===== config.mk =====
export PLATFORM = sky130hd
export DESIGN_NAME = pooling_controller_flat
export DESIGN_NICKNAME = d
export VERILOG_FILES = /design/src/rtl/pooling_pkg.sv /design/src/rtl/pooling_controller_if.sv /design/src/rtl/pooling_window_counter.sv /design/src/rtl/pooling_controller.sv /design/src/flat_wrapper.sv
export SDC_FILE = /design/constraint.sdc
export NUM_CORES = 1
export LEC_CHECK = 0
export CAP_MARGIN = 5
export CORE_MARGIN = 4
export CORE_UTILIZATION = 42
export DETAILED_ROUTE_END_ITERATION = 12
export PLACE_DENSITY = 0.71
export SYNTH_ARGS = -nofsm -noshare
export SYNTH_HDL_FRONTEND = slang
export SYNTH_SLANG_ARGS = --single-unit

===== constraint.sdc =====
create_clock -name clk -period 1.75 [get_ports clk]
set_clock_uncertainty 0.05 [all_clocks]
set_input_delay 0.35 -clock clk [delete_from_list [all_inputs] [get_ports clk]]
set_output_delay 0.35 -clock clk [all_outputs]
set_load 0.05 [all_outputs]

===== src/rtl/pooling_pkg.sv =====
// Shared pooling definitions: default geometry, controller states and width helper.
package pooling_pkg;

  localparam int unsigned DEF_INPUT_SIZE  = 6;
  localparam int unsigned DEF_KERNEL_SIZE = 2;

  typedef enum logic [1:0] {
    IDLE  = 2'd0,
    RUN   = 2'd1,
    FLUSH = 2'd2,
    DONE  = 2'd3
  } pool_state_t;

  // Bits needed to hold 0..value-1, never less than one bit.
  function automatic int unsigned logb2(input int unsigned value);
    int unsigned width;
    width = 1;
    for (int unsigned i = 1; i < 32; i++) begin
      if ((32'd1 << i) < value) width = i + 1;
    end
    return width;
  endfunction

endpackage


===== src/rtl/pooling_controller_if.sv =====
// Source-request / pooling-datapath control bundle driven by pooling_controller.
interface pooling_controller_if
  import pooling_pkg::*;
#(
  parameter int unsigned INPUT_SIZE  = DEF_INPUT_SIZE,
  parameter int unsigned KERNEL_SIZE = DEF_KERNEL_SIZE
) ();

  localparam int unsigned SW = logb2(INPUT_SIZE);
  localparam int unsigned RW = logb2(INPUT_SIZE / KERNEL_SIZE);

  logic          src_req;
  logic          src_valid;
  logic [SW-1:0] src_row;
  logic [SW-1:0] src_col;
  logic          load;
  logic          out_valid;
  logic          out_first;
  logic          out_last;
  logic [RW-1:0] res_row;
  logic [RW-1:0] res_col;

  modport master (
    output src_req, src_row, src_col, load,
    output out_valid, out_first, out_last, res_row, res_col,
    input  src_valid
  );

  modport slave (
    input  src_req, src_row, src_col, load,
    input  out_valid, out_first, out_last, res_row, res_col,
    output src_valid
  );

endinterface


===== src/rtl/pooling_window_counter.sv =====
// Nested kern_row -> win_col -> win_row position counter for the pooling walk.
module pooling_window_counter
  import pooling_pkg::*;
#(
  parameter  int unsigned KERNEL_SIZE = DEF_KERNEL_SIZE,
  parameter  int unsigned WINDOWS     = DEF_INPUT_SIZE / DEF_KERNEL_SIZE,
  localparam int unsigned KW          = logb2(KERNEL_SIZE),
  localparam int unsigned WW          = logb2(WINDOWS)
) (
  input  logic          clk,
  input  logic          rst_n,
  input  logic          clear,
  input  logic          advance,
  output logic [KW-1:0] kern_row,
  output logic [WW-1:0] win_col,
  output logic [WW-1:0] win_row,
  output logic          kern_last,
  output logic          pass_last
);

  logic col_last;
  logic row_last;

  assign kern_last = (kern_row == KW'(KERNEL_SIZE - 1));
  assign col_last  = (win_col == WW'(WINDOWS - 1));
  assign row_last  = (win_row == WW'(WINDOWS - 1));
  assign pass_last = kern_last & col_last & row_last;

  // Step one segment per advance, rolling kern_row into win_col into win_row.
  always_ff @(posedge clk or negedge rst_n) begin
    if (!rst_n) begin
      kern_row <= '0;
      win_col  <= '0;
      win_row  <= '0;
    end else if (clear) begin
      kern_row <= '0;
      win_col  <= '0;
      win_row  <= '0;
    end else if (advance) begin
      if (!kern_last) begin
        kern_row <= kern_row + KW'(1);
      end else begin
        kern_row <= '0;
        if (!col_last) begin
          win_col <= win_col + WW'(1);
        end else begin
          win_col <= '0;
          win_row <= row_last ? '0 : win_row + WW'(1);
        end
      end
    end
  end

endmodule


===== src/rtl/pooling_controller.sv =====
// Sequences one feature-map pass: requests row segments window by window and
// qualifies the pooled word stream with first/last/result coordinates.
module pooling_controller
  import pooling_pkg::*;
#(
  parameter int unsigned INPUT_SIZE  = DEF_INPUT_SIZE,
  parameter int unsigned KERNEL_SIZE = DEF_KERNEL_SIZE
) (
  input  logic                  clk,
  input  logic                  rst_n,
  input  logic                  start,
  output logic                  busy,
  output logic                  done,
  pooling_controller_if.master  ctrl
);

  localparam int unsigned WINDOWS = INPUT_SIZE / KERNEL_SIZE;
  localparam int unsigned SW      = logb2(INPUT_SIZE);
  localparam int unsigned RW      = logb2(WINDOWS);
  localparam int unsigned KW      = logb2(KERNEL_SIZE);
  localparam int unsigned DW      = logb2(KERNEL_SIZE + 1);

  pool_state_t   state;
  pool_state_t   state_nxt;
  logic [DW-1:0] drain_cnt;
  logic          seg_first;
  logic          seg_last;
  logic [RW-1:0] res_row_q;
  logic [RW-1:0] res_col_q;

  logic [KW-1:0] kern_row;
  logic [RW-1:0] win_col;
  logic [RW-1:0] win_row;
  logic          kern_last;
  logic          pass_last;

  logic          pass_start;
  logic          src_req_c;
  logic          load_c;
  logic          out_valid_c;
  logic          out_first_c;
  logic          out_last_c;

  assign pass_start = (state == IDLE) && start;

  pooling_window_counter #(
    .KERNEL_SIZE (KERNEL_SIZE),
    .WINDOWS     (WINDOWS)
  ) u_win_cnt (
    .clk       (clk),
    .rst_n     (rst_n),
    .clear     (pass_start),
    .advance   (load_c),
    .kern_row  (kern_row),
    .win_col   (win_col),
    .win_row   (win_row),
    .kern_last (kern_last),
    .pass_last (pass_last)
  );

  // Requesting while the final word of the current segment is on the bus
  // keeps the stream gapless; RUN implies segments remain to be fetched.
  assign src_req_c   = (state == RUN) && (drain_cnt <= DW'(1));
  assign load_c      = src_req_c & ctrl.src_valid;
  assign out_valid_c = (drain_cnt != '0);
  assign out_first_c = seg_first && (drain_cnt == DW'(KERNEL_SIZE));
  assign out_last_c  = seg_last && (drain_cnt == DW'(1));

  assign ctrl.src_req   = src_req_c;
  assign ctrl.load      = load_c;
  assign ctrl.src_row   = SW'(win_row) * SW'(KERNEL_SIZE) + SW'(kern_row);
  assign ctrl.src_col   = SW'(win_col) * SW'(KERNEL_SIZE);
  assign ctrl.out_valid = out_valid_c;
  assign ctrl.out_first = out_first_c;
  assign ctrl.out_last  = out_last_c;
  assign ctrl.res_row   = res_row_q;
  assign ctrl.res_col   = res_col_q;

  assign busy = (state != IDLE);
  assign done = (state == DONE);

  // Pass sequencing: fetch, drain the last segment, pulse done, return to idle.
  always_comb begin
    state_nxt = state;
    unique case (state)
      IDLE:    if (start) state_nxt = RUN;
      RUN:     if (load_c && pass_last) state_nxt = FLUSH;
      FLUSH:   if (out_last_c) state_nxt = DONE;
      DONE:    state_nxt = IDLE;
      default: state_nxt = IDLE;
    endcase
  end

  // State register.
  always_ff @(posedge clk or negedge rst_n) begin
    if (!rst_n) state <= IDLE;
    else        state <= state_nxt;
  end

  // Word drain counter plus per-segment tags captured at load; result
  // coordinates latch on a window's first segment so they stay put until
  // that window's last word has been presented.
  always_ff @(posedge clk or negedge rst_n) begin
    if (!rst_n) begin
      drain_cnt <= '0;
      seg_first <= 1'b0;
      seg_last  <= 1'b0;
      res_row_q <= '0;
      res_col_q <= '0;
    end else if (load_c) begin
      drain_cnt <= DW'(KERNEL_SIZE);
      seg_first <= (kern_row == '0);
      seg_last  <= kern_last;
      if (kern_row == '0) begin
        res_row_q <= win_row;
        res_col_q <= win_col;
      end
    end else if (drain_cnt != '0) begin
      drain_cnt <= drain_cnt - DW'(1);
    end
  end

endmodule

===== src/flat_wrapper.sv =====
// flat-port wrapper written by rule: the top's interface ports become plain ports
module pooling_controller_flat import pooling_pkg::*;
#(
  parameter int unsigned INPUT_SIZE  = DEF_INPUT_SIZE,
  parameter int unsigned KERNEL_SIZE = DEF_KERNEL_SIZE
)
  (clk, rst_n, start, busy, done, ctrl_src_req, ctrl_src_row, ctrl_src_col, ctrl_load, ctrl_out_valid, ctrl_out_first, ctrl_out_last, ctrl_res_row, ctrl_res_col, ctrl_src_valid);
  pooling_controller_if #(.INPUT_SIZE(INPUT_SIZE), .KERNEL_SIZE(KERNEL_SIZE)) ctrl_i ();
  input  logic clk;
  input  logic rst_n;
  input  logic start;
  output logic busy;
  output logic done;
  output wire logic [$bits(ctrl_i.src_req)-1:0] ctrl_src_req;
  output wire logic [$bits(ctrl_i.src_row)-1:0] ctrl_src_row;
  output wire logic [$bits(ctrl_i.src_col)-1:0] ctrl_src_col;
  output wire logic [$bits(ctrl_i.load)-1:0] ctrl_load;
  output wire logic [$bits(ctrl_i.out_valid)-1:0] ctrl_out_valid;
  output wire logic [$bits(ctrl_i.out_first)-1:0] ctrl_out_first;
  output wire logic [$bits(ctrl_i.out_last)-1:0] ctrl_out_last;
  output wire logic [$bits(ctrl_i.res_row)-1:0] ctrl_res_row;
  output wire logic [$bits(ctrl_i.res_col)-1:0] ctrl_res_col;
  input wire logic [$bits(ctrl_i.src_valid)-1:0] ctrl_src_valid;
  assign ctrl_src_req = ctrl_i.src_req;
  assign ctrl_src_row = ctrl_i.src_row;
  assign ctrl_src_col = ctrl_i.src_col;
  assign ctrl_load = ctrl_i.load;
  assign ctrl_out_valid = ctrl_i.out_valid;
  assign ctrl_out_first = ctrl_i.out_first;
  assign ctrl_out_last = ctrl_i.out_last;
  assign ctrl_res_row = ctrl_i.res_row;
  assign ctrl_res_col = ctrl_i.res_col;
  assign ctrl_i.src_valid = ctrl_src_valid;
  pooling_controller #(.INPUT_SIZE(INPUT_SIZE), .KERNEL_SIZE(KERNEL_SIZE)) u_core (.clk(clk), .rst_n(rst_n), .start(start), .busy(busy), .done(done), .ctrl(ctrl_i));
endmodule

### Word-level counts from Yosys, hierarchy flattened

Cells that the tools add are included.

* flip-flop bits (word level): 15
* word-level logic and storage cells: 63
* input bits: 4
* output and inout port bits: 17

* add/subtract/negate cells: 5
* $lt $le $gt $ge: 1
* equal/unequal tests: 10
* multiplexer cells: 18
* bitwise operators: 4
* reduce and logical (&&, ||, !) cells: 16

Operators by type and width (number)
* $mux W2: 14
* $reduce_bool A2 Y1: 6
* $eq A2 B2 Y1 const B: 5
* $pmux W2 S4: 1
* $ne A2 B2 Y1 const B: 3
* $reduce_and A3 Y1: 2
* $logic_and A1 B1 Y1: 5
* $add A2 B1 Y2 const B: 2
* $eq A2 B1 Y1 const B: 2
* $reduce_and A2 Y1: 2
* $add A3 B1 Y3: 1
* $and A1 B1 Y1: 3
* $mux W1: 3
* $le A2 B1 Y1 const B: 1
* $logic_not A2 Y1: 1
* $sub A2 B1 Y2 const B: 1
* $add A1 B1 Y1 const B: 1
* $not A1 Y1: 1

### Longest topological paths before layout

Gate-level depths: netlist (run 1).

* depth in word-level cells: 6
* mapped depth: 7
* mapped depth without buffers: 7

### Cells and area by module

From an unflattened synthesis (run 1), not the netlist that was laid out.

* cells, all modules: 77
* area total of the unflattened synthesis: 859.6 sq um

Modules (own cells, without submodules)
* pooling_controller: cells an instance 54, seq. area each 250.2 sq um, instances 1, area an instance 586.8 sq um
* pooling_window_counter: cells an instance 23, seq. area each 125.1 sq um, instances 1, area an instance 272.8 sq um

### Worst setup path after synthesis (run 1)

OpenSTA, ideal clock, no wires.

* path type: reg-to-reg
* start: register u_core.drain_cnt[1]
* end: register u_core.res_col_q[1] (netlist: u_core.ctrl.res_col[1])
* setup time: 0.125 ns
* clock period less this slack: 1.720 ns
* required time: 1.575 ns
* stages on the path, launching flop included: 7
* buffers on the path: 0
* setup slack: 0.030 ns
* data arrival time: 1.545 ns
* cells stage by stage: dfrtp_1 > inv_1 > ha_1 > nand2b_4 > nand3_1 > nor2_1 > mux2_2

* longest elaborated chain between the ends: 4

RTL lines
* start, declared: RTL line pooling_controller.sv:25 `logic [DW-1:0] drain_cnt;`
* start signal, assigned: RTL line pooling_controller.sv:111 `drain_cnt <= DW'(KERNEL_SIZE);`
* start signal, assigned: RTL line pooling_controller.sv:119 `drain_cnt <= drain_cnt - DW'(1);`
* $le A2 B1 Y1: RTL line pooling_controller.sv:63 `assign src_req_c = (state == RUN) && (drain_cnt <= DW'(1));`
* $logic_and A1 B1 Y1: RTL line pooling_controller.sv:63
* $and A1 B1 Y1: RTL line pooling_controller.sv:64 `assign load_c = src_req_c & ctrl.src_valid;`
* $reduce_and A2 Y1 (no line)
* end signal, assigned: RTL line pooling_controller.sv:116 `res_col_q <= win_col;`
* end, declared: RTL line pooling_controller.sv:29 `logic [RW-1:0] res_col_q;`

Every way passes these cells.
A chain may end at the register's enable or synchronous reset.

### Worst setup path after layout (run 1)

* start: register u_core.drain_cnt[0]
* end: output port ctrl_src_req

* longest elaborated chain between the ends: 2

RTL lines
* $le A2 B1 Y1: RTL line pooling_controller.sv:63
* $logic_and A1 B1 Y1: RTL line pooling_controller.sv:63
* end, declared: RTL line flat_wrapper.sv:14 `output wire logic [$bits(ctrl_i.src_req)-1:0] ctrl_src_req;`

Every way passes these cells.

==> run summary, run 1 <==
Die Y -> 51.84 µm
Ports -> 21
Die area -> 2687 µm²
Syn-to-layout area delta -> 64.03%
Largest family of logic cells by synthesized area -> simple AND/OR/NAND/NOR gates
Mapped Area -> 807.0 µm²
Min-delay worst type -> input pin to asynchronous set/reset pin
Syn Area/Cell -> 10.35 µm²
Fill cell count -> 137
Iter 0 DRT Violations -> 13
Cell family with most CP delay -> flip-flops
DR WL met2 -> 900 µm
Met3 routed WL -> 57 µm
Largest net degree at the start of global routing -> 16
Final setup violation count -> 1
Commonest non-fill, non-tap cell in the layout -> buf_4
CTS tree -> built
Layout cells sized above 1 -> 0.4828
Vias/cell -> 4.929
Vias -> 695
Routed length per instance -> 13.26 µm
Metal-1 WL -> 877 µm
Critical path's largest stage delay -> 440 ps
WS Path Type -> register to output port
Final Util -> 0.7504
RSZ-0062 raised after global routing -> true
CP Max Fanout -> 3
CP Data Arrival Time -> 1360 ps
Pins Over Slew Limit -> 0
Sink Count -> 15
Final hold viol count -> 0
Tmin final -> 1762 ps
Clk slew on worst S/H paths -> 100 ps
Buf/Inv on CP -> 1
Worst path slowest cell -> dfrtp_1
Xor/xnor cell area share of the yosys netlist -> 0.02171
Die W -> 51.84 µm
Hpwl dp -> 1.270 mm
Total GRT Usage -> 0.1461
Vias in the first global route -> 704
Critical path data required time -> 1350 ps
Clk buf depth -> 2
Area of the multi-input gates -> 461.7 µm²
Drt first pass iters -> 4
CTS buffer count -> 3
Syn Nets -> 89
Commonest cells after routing, fill and taps aside -> buf_4, dfrtp_1, nand2_1, buf_12, inv_1
Simple-gate area share of the yosys netlist -> 0.1860
Final RePlAce weighted congestion -> 0.7804
DRC violations left -> 0
Synth warnings -> 0
Initial core utilization -> 0.4574
Initial antenna violation count -> 0
Max Clk Rate -> 567.6 MHz
# port buffers -> 19
H-tree levels -> 1
DR top layer -> met4
Total routed wirelength -> 1.869 mm
Final Cycle Share -> 1.007
Netlist cell types -> 26
Worst skew pair latency -> 290 ps
Post-Syn Instances -> 78
Core box area -> 1764 µm²
Sequential area share after synthesis -> 0.4651
Post-synthesis adder-cell area fraction -> 0.1085
# nets final -> 128
Antenna Violating Nets Remaining -> 0
Setup ws final -> -11.89 ps
Compound-Gate Fraction of Synth Area -> 0.06202
Status -> complete, but fails checks
Antenna Cells -> 0
CP cell instances -> ha_4 > nand2b_4 > and2_4 > buf_12
Synth Register Bits -> 15
Reg area -> 375.4 µm²
Max Cap Violations -> 0
Setup TNS -> -11.89 ps
Total grt overflow -> 0
Global-route wire length before repair -> 2.932 mm
Hold_ws -> 319.5 ps
# rows -> 15
CP endpoint kind -> output port
Multiplexer share of the synthesized area -> 0.08682
Cell chosen for the clock root -> clkbuf_4
CP Launch Type -> register
Failing checks -> negative setup slack
[worst reg2reg max path, stage by stage, from the launching register on]
cell      delay, ps
dfrtp_1         410
buf_4           150
ha_4            180
a222oi_1        400
o21ai_2         130
mux2_4          310
[cells in the mapped netlist, drive strengths merged]
cell type,instances,area [µm²]
dfrtp,15,375.4
inv,10,37.54
nand2,8,30.03
ha,7,87.58
mux2,5,60.05
nor2,5,18.77
a21oi,4,20.02
and2,3,18.77
buf,2,15.01
nand3,2,10.01
or3,2,12.51
or3b,2,17.52
a21o,1,7.510
a222oi,1,10.01
and3b,1,8.760
conb,1,3.750
mux2i,1,10.01
nand2b,1,13.76
nand3b,1,7.510
nand4,1,6.260
nor2b,1,6.260
o211ai,1,7.510
o21ai,1,5.000
xnor2,1,8.760
xor2,1,8.760
[stage by stage]
step           area (µm²)  worst slack (ps)  cells
2_1_floorplan       807.0             30.34     78
4_1_cts              1226            -11.78    137
3_3_place_gp         1141            -57.61    129
5_1_grt              1324            -55.62    141
3_5_place_dp         1141            -80.92    129
6_report             1324            -11.89    141
[final cells by class]
cell class              instances  share of cell area
clock inverters                 1            0.003781
multi-input cells              51              0.3488
clock buffers                   3             0.01701
well taps                      25             0.02363
repair buffers                 36              0.2911
flip-flops and latches         15              0.2836
inverters                      10             0.03214
[final timing paths]
kind | slack (ps) | startpoint | cells past startpoint | endpoint
max in group asynchronous | 1140 | rst_n | 2 | u_core.ctrl.res_col[0]$_DFFE_PN0P_
min in group clk | 430 | u_core.seg_first$_DFFE_PN0P_ | 1 | u_core.seg_first$_DFFE_PN0P_
worst max register to register | 30 | u_core.state[0]$_DFFE_PN0P_ | 5 | u_core.state[1]$_DFFE_PN0P_
worst min-delay path | 320 | rst_n | 2 | u_core.u_win_cnt.win_row[0]$_DFFE_PN0P_
worst min register to register | 430 | u_core.seg_first$_DFFE_PN0P_ | 1 | u_core.seg_first$_DFFE_PN0P_
worst max-delay path | -10 | u_core.drain_cnt[0]$_DFFE_PN0P_ | 4 | ctrl_src_req
[repair_timing]
action                     4_1_cts  5_1_grt
hold buffers                     0        0
gates cloned                     0        0
buffers inserted                 4        4
setup endpoints to repair        2       10
gates resized for setup         10       13
pin swaps                        0        1
[registers in the layout, summed over array words and instances, names as in the netlist]
name                        count
u_core.ctrl.res_col             2
u_core.ctrl.res_row             2
u_core.drain_cnt                2
u_core.seg_first                1
u_core.seg_last                 1
u_core.state                    2
u_core.u_win_cnt.kern_last      1
u_core.u_win_cnt.win_col        2
u_core.u_win_cnt.win_row        2
[cell families after synthesis]
logic type | Yosys count
AO/OA/AOI/OAI | 8
XOR/XNOR | 2
adder cells (fa/ha/maj) | 7
buffers and inverters | 12
flip-flops | 15
multiplexers | 6
other | 1
AND/OR/NAND/NOR | 27
[layer usage]
| metal | GRT usage | vias to the layer above |
|---|---|---|
| met2 | 0.2364 | 17 |
| met5 | 0 | - |
| li1 | - | 332 |
| met1 | 0.1775 | 342 |
| met3 | 0.02006 | 4 |
| met4 | 0.1004 | 0 |
Power of run 1 is left out: the tool's default activity adds up to more than one toggle a clock period on the data nets, which glitch-free logic cannot reach.
==> run 2: changes to the inputs <==
Settings changed: SETUP_SLACK_MARGIN set to 0.4.
==> run 2 against run 1 <==
  * The run still ends with negative setup slack left
  * Count of clock-buffer cells in the layout unchanged
  * Via count decreased by 1.4%
  * Utilization increased by 6.3 points
  * Worst setup slack got worse by 7.4 ps
  * Wire length increased by 2.8%
  * Fmax decreased by 0.42%
  * Non-clock buffer count increased by 3
  * Final area increased by 8.4%
  * Critical path type unchanged
==> run summary, run 2 (synthesis results as in run 1) <==
WS Path Type -> register to output port
Ports -> 21 (unchanged)
Critical path data required time -> 1350 ps (about the same)
Hpwl dp -> 1.214 mm (-4.4%)
RSZ-0062 raised after global routing -> true
Crit path to -> ctrl_load
CP cell instances -> inv_2 > ha_2 > nand2b_4 > nand3_4 > clkinvlp_4 > buf_12
Min-delay worst type -> input pin to asynchronous set/reset pin
DRC violations left -> 0 (unchanged)
Final Cycle Share -> 1.011 (+0.004244)
Total routed wirelength -> 1.922 mm (+2.8%)
Status -> complete, but fails checks
FF-to-FF Start -> u_core.drain_cnt[1]$_DFFE_PN0P_
CP Launch Type -> register
Global-route wire length before repair -> 3.118 mm (+6.3%)
# port buffers -> 19 (unchanged)
Failing checks -> negative setup slack
Final hold viol count -> 0 (unchanged)
Tmin final -> 1769 ps (+7.427 ps)
Vias/cell -> 4.757 (-3.5%)
Reg2reg end -> u_core.state[1]$_DFFE_PN0P_
CP Max Fanout -> 3 (unchanged)
Antenna Violating Nets Remaining -> 0 (unchanged)
Worst Setup SP -> u_core.drain_cnt[1]$_DFFE_PN0P_
Drt first pass iters -> 4 (unchanged)
Worst path slowest cell -> dfrtp_1
CP endpoint kind -> output port
# nets final -> 131 (+2.3%)
Reg2reg setup slack -> 50 ps (+20 ps)
Sink Count -> 15 (unchanged)
Die Y -> 51.84 µm (unchanged)
Die area -> 2687 µm² (unchanged)
Vias -> 685 (-1.4%)
Syn-to-layout area delta -> 77.83%
Die W -> 51.84 µm (unchanged)
Final std cell area, no fill -> 1435 µm² (+8.4%)
Area after DPL -> 1156 µm² (+1.3%)
Commonest cells after routing, fill and taps aside -> buf_4, dfrtp_1, nand2_1, buf_12, dfrtp_2
Layout cells sized above 1 -> 0.6555 (+0.1727)
Largest net degree at the start of global routing -> 16 (unchanged)
Initial core utilization -> 0.4574 (unchanged)
Core box area -> 1764 µm² (unchanged)
Iter 0 DRT Violations -> 3 (-10)
Vias in the first global route -> 698 (-0.85%)
Final setup violation count -> 1 (unchanged)
Final RePlAce weighted congestion -> 0.6975 (-11%)
Initial antenna violation count -> 0 (unchanged)
Max Cap Violations -> 0 (unchanged)
Max Clk Rate -> 565.2 MHz (-0.42%)
FF-to-FF path depth -> 7 (+2)
Total GRT Usage -> 0.1567 (+0.01062)
Worst skew pair latency -> 290 ps (about the same)
Setup ws final -> -19.32 ps (-7.427 ps)
Clk slew on worst S/H paths -> 100 ps (about the same)
CP Data Arrival Time -> 1370 ps (about the same)
Pins Over Slew Limit -> 0 (unchanged)
Clk buf depth -> 2 (unchanged)
Total grt overflow -> 0 (unchanged)
# rows -> 15 (unchanged)
Critical path's largest stage delay -> 380 ps (-60 ps)
Antenna Cells -> 0 (unchanged)
CTS tree -> built
CTS buffer count -> 3 (unchanged)
H-tree levels -> 1 (unchanged)
Cell chosen for the clock root -> clkbuf_4
Commonest non-fill, non-tap cell in the layout -> buf_4
Routed length per instance -> 13.35 µm (+0.69%)
## run 2: how the worst min path moves through the flow
stage | start | slack [ps] | cells after the start | endpoint
2_1_floorplan | rst_n | 4 | 0 | u_core.ctrl.res_col[0]$_DFFE_PN0P_
3_3_place_gp | u_core.seg_first$_DFFE_PN0P_ | 410 | 1 | u_core.seg_first$_DFFE_PN0P_
3_5_place_dp | u_core.seg_first$_DFFE_PN0P_ | 410 | 1 | u_core.seg_first$_DFFE_PN0P_
4_1_cts | rst_n | 320 | 2 | u_core.state[1]$_DFFE_PN0P_
5_1_grt | rst_n | 330 | 2 | u_core.state[1]$_DFFE_PN0P_
6_report | rst_n | 320 | 2 | u_core.state[1]$_DFFE_PN0P_
## run 2: critical path: cells and delay by family, from the launching register on
kind	cells	cell delay (ps)
adder cells (fa/ha/maj)	1	170
AND/OR/NAND/NOR	2	230
flip-flops	1	380
buffers and inverters	3	310
## run 2: stage by stage
step,worst slack [ps],utilization,TNS [ps],std cells,hold WS [ps]
2_1_floorplan,124.7,-,0,78,4.409
3_3_place_gp,-82.04,0.6553,-376.5,126,409.3
3_5_place_dp,-116.8,0.6553,-626.4,126,411.9
4_1_cts,-28.46,0.7738,-42.11,140,323.1
5_1_grt,-78.16,0.8135,-184.7,144,326.6
6_report,-19.32,0.8135,-19.32,144,321.4
## run 2: layout make-up
cell class              count  area, µm²
well taps                  25      31.28
clock buffers               3      22.52
clock inverters             1      5.005
repair buffers             39      426.7
fillers                   114      329.1
multi-input cells          51      514.2
inverters                  10      52.55
flip-flops and latches     15      382.9
## run 2: routing by layer
| layer | GRT usage | vias to the layer above | share of wire |
|---|---|---|---|
| met1 | 0.2108 | 326 | 0.47 |
| met2 | 0.2469 | 16 | 0.48 |
| met5 | 0 | - | 0 |
| li1 | - | 339 | - |
| met3 | 0.03438 | 4 | 0.035 |
| met4 | 0.05240 | 0 | 0.0099 |
## run 2: repair_timing
action / 4_1_cts / 5_1_grt
pin swaps: 6 / 4
hold buffers: 0 / 0
setup endpoints to repair: 20 / 26
resized for setup: 30 / 11
buffers inserted: 10 / 4
Power of run 2 is left out for the same reason.
==> run 3: changes to the inputs <==
Settings changed: SLEW_MARGIN set to 20.
==> results of run 3 <==
Same layout as run 2: the final DEF is identical, and so are final timing and power.
Power of run 3 is left out for the same reason.
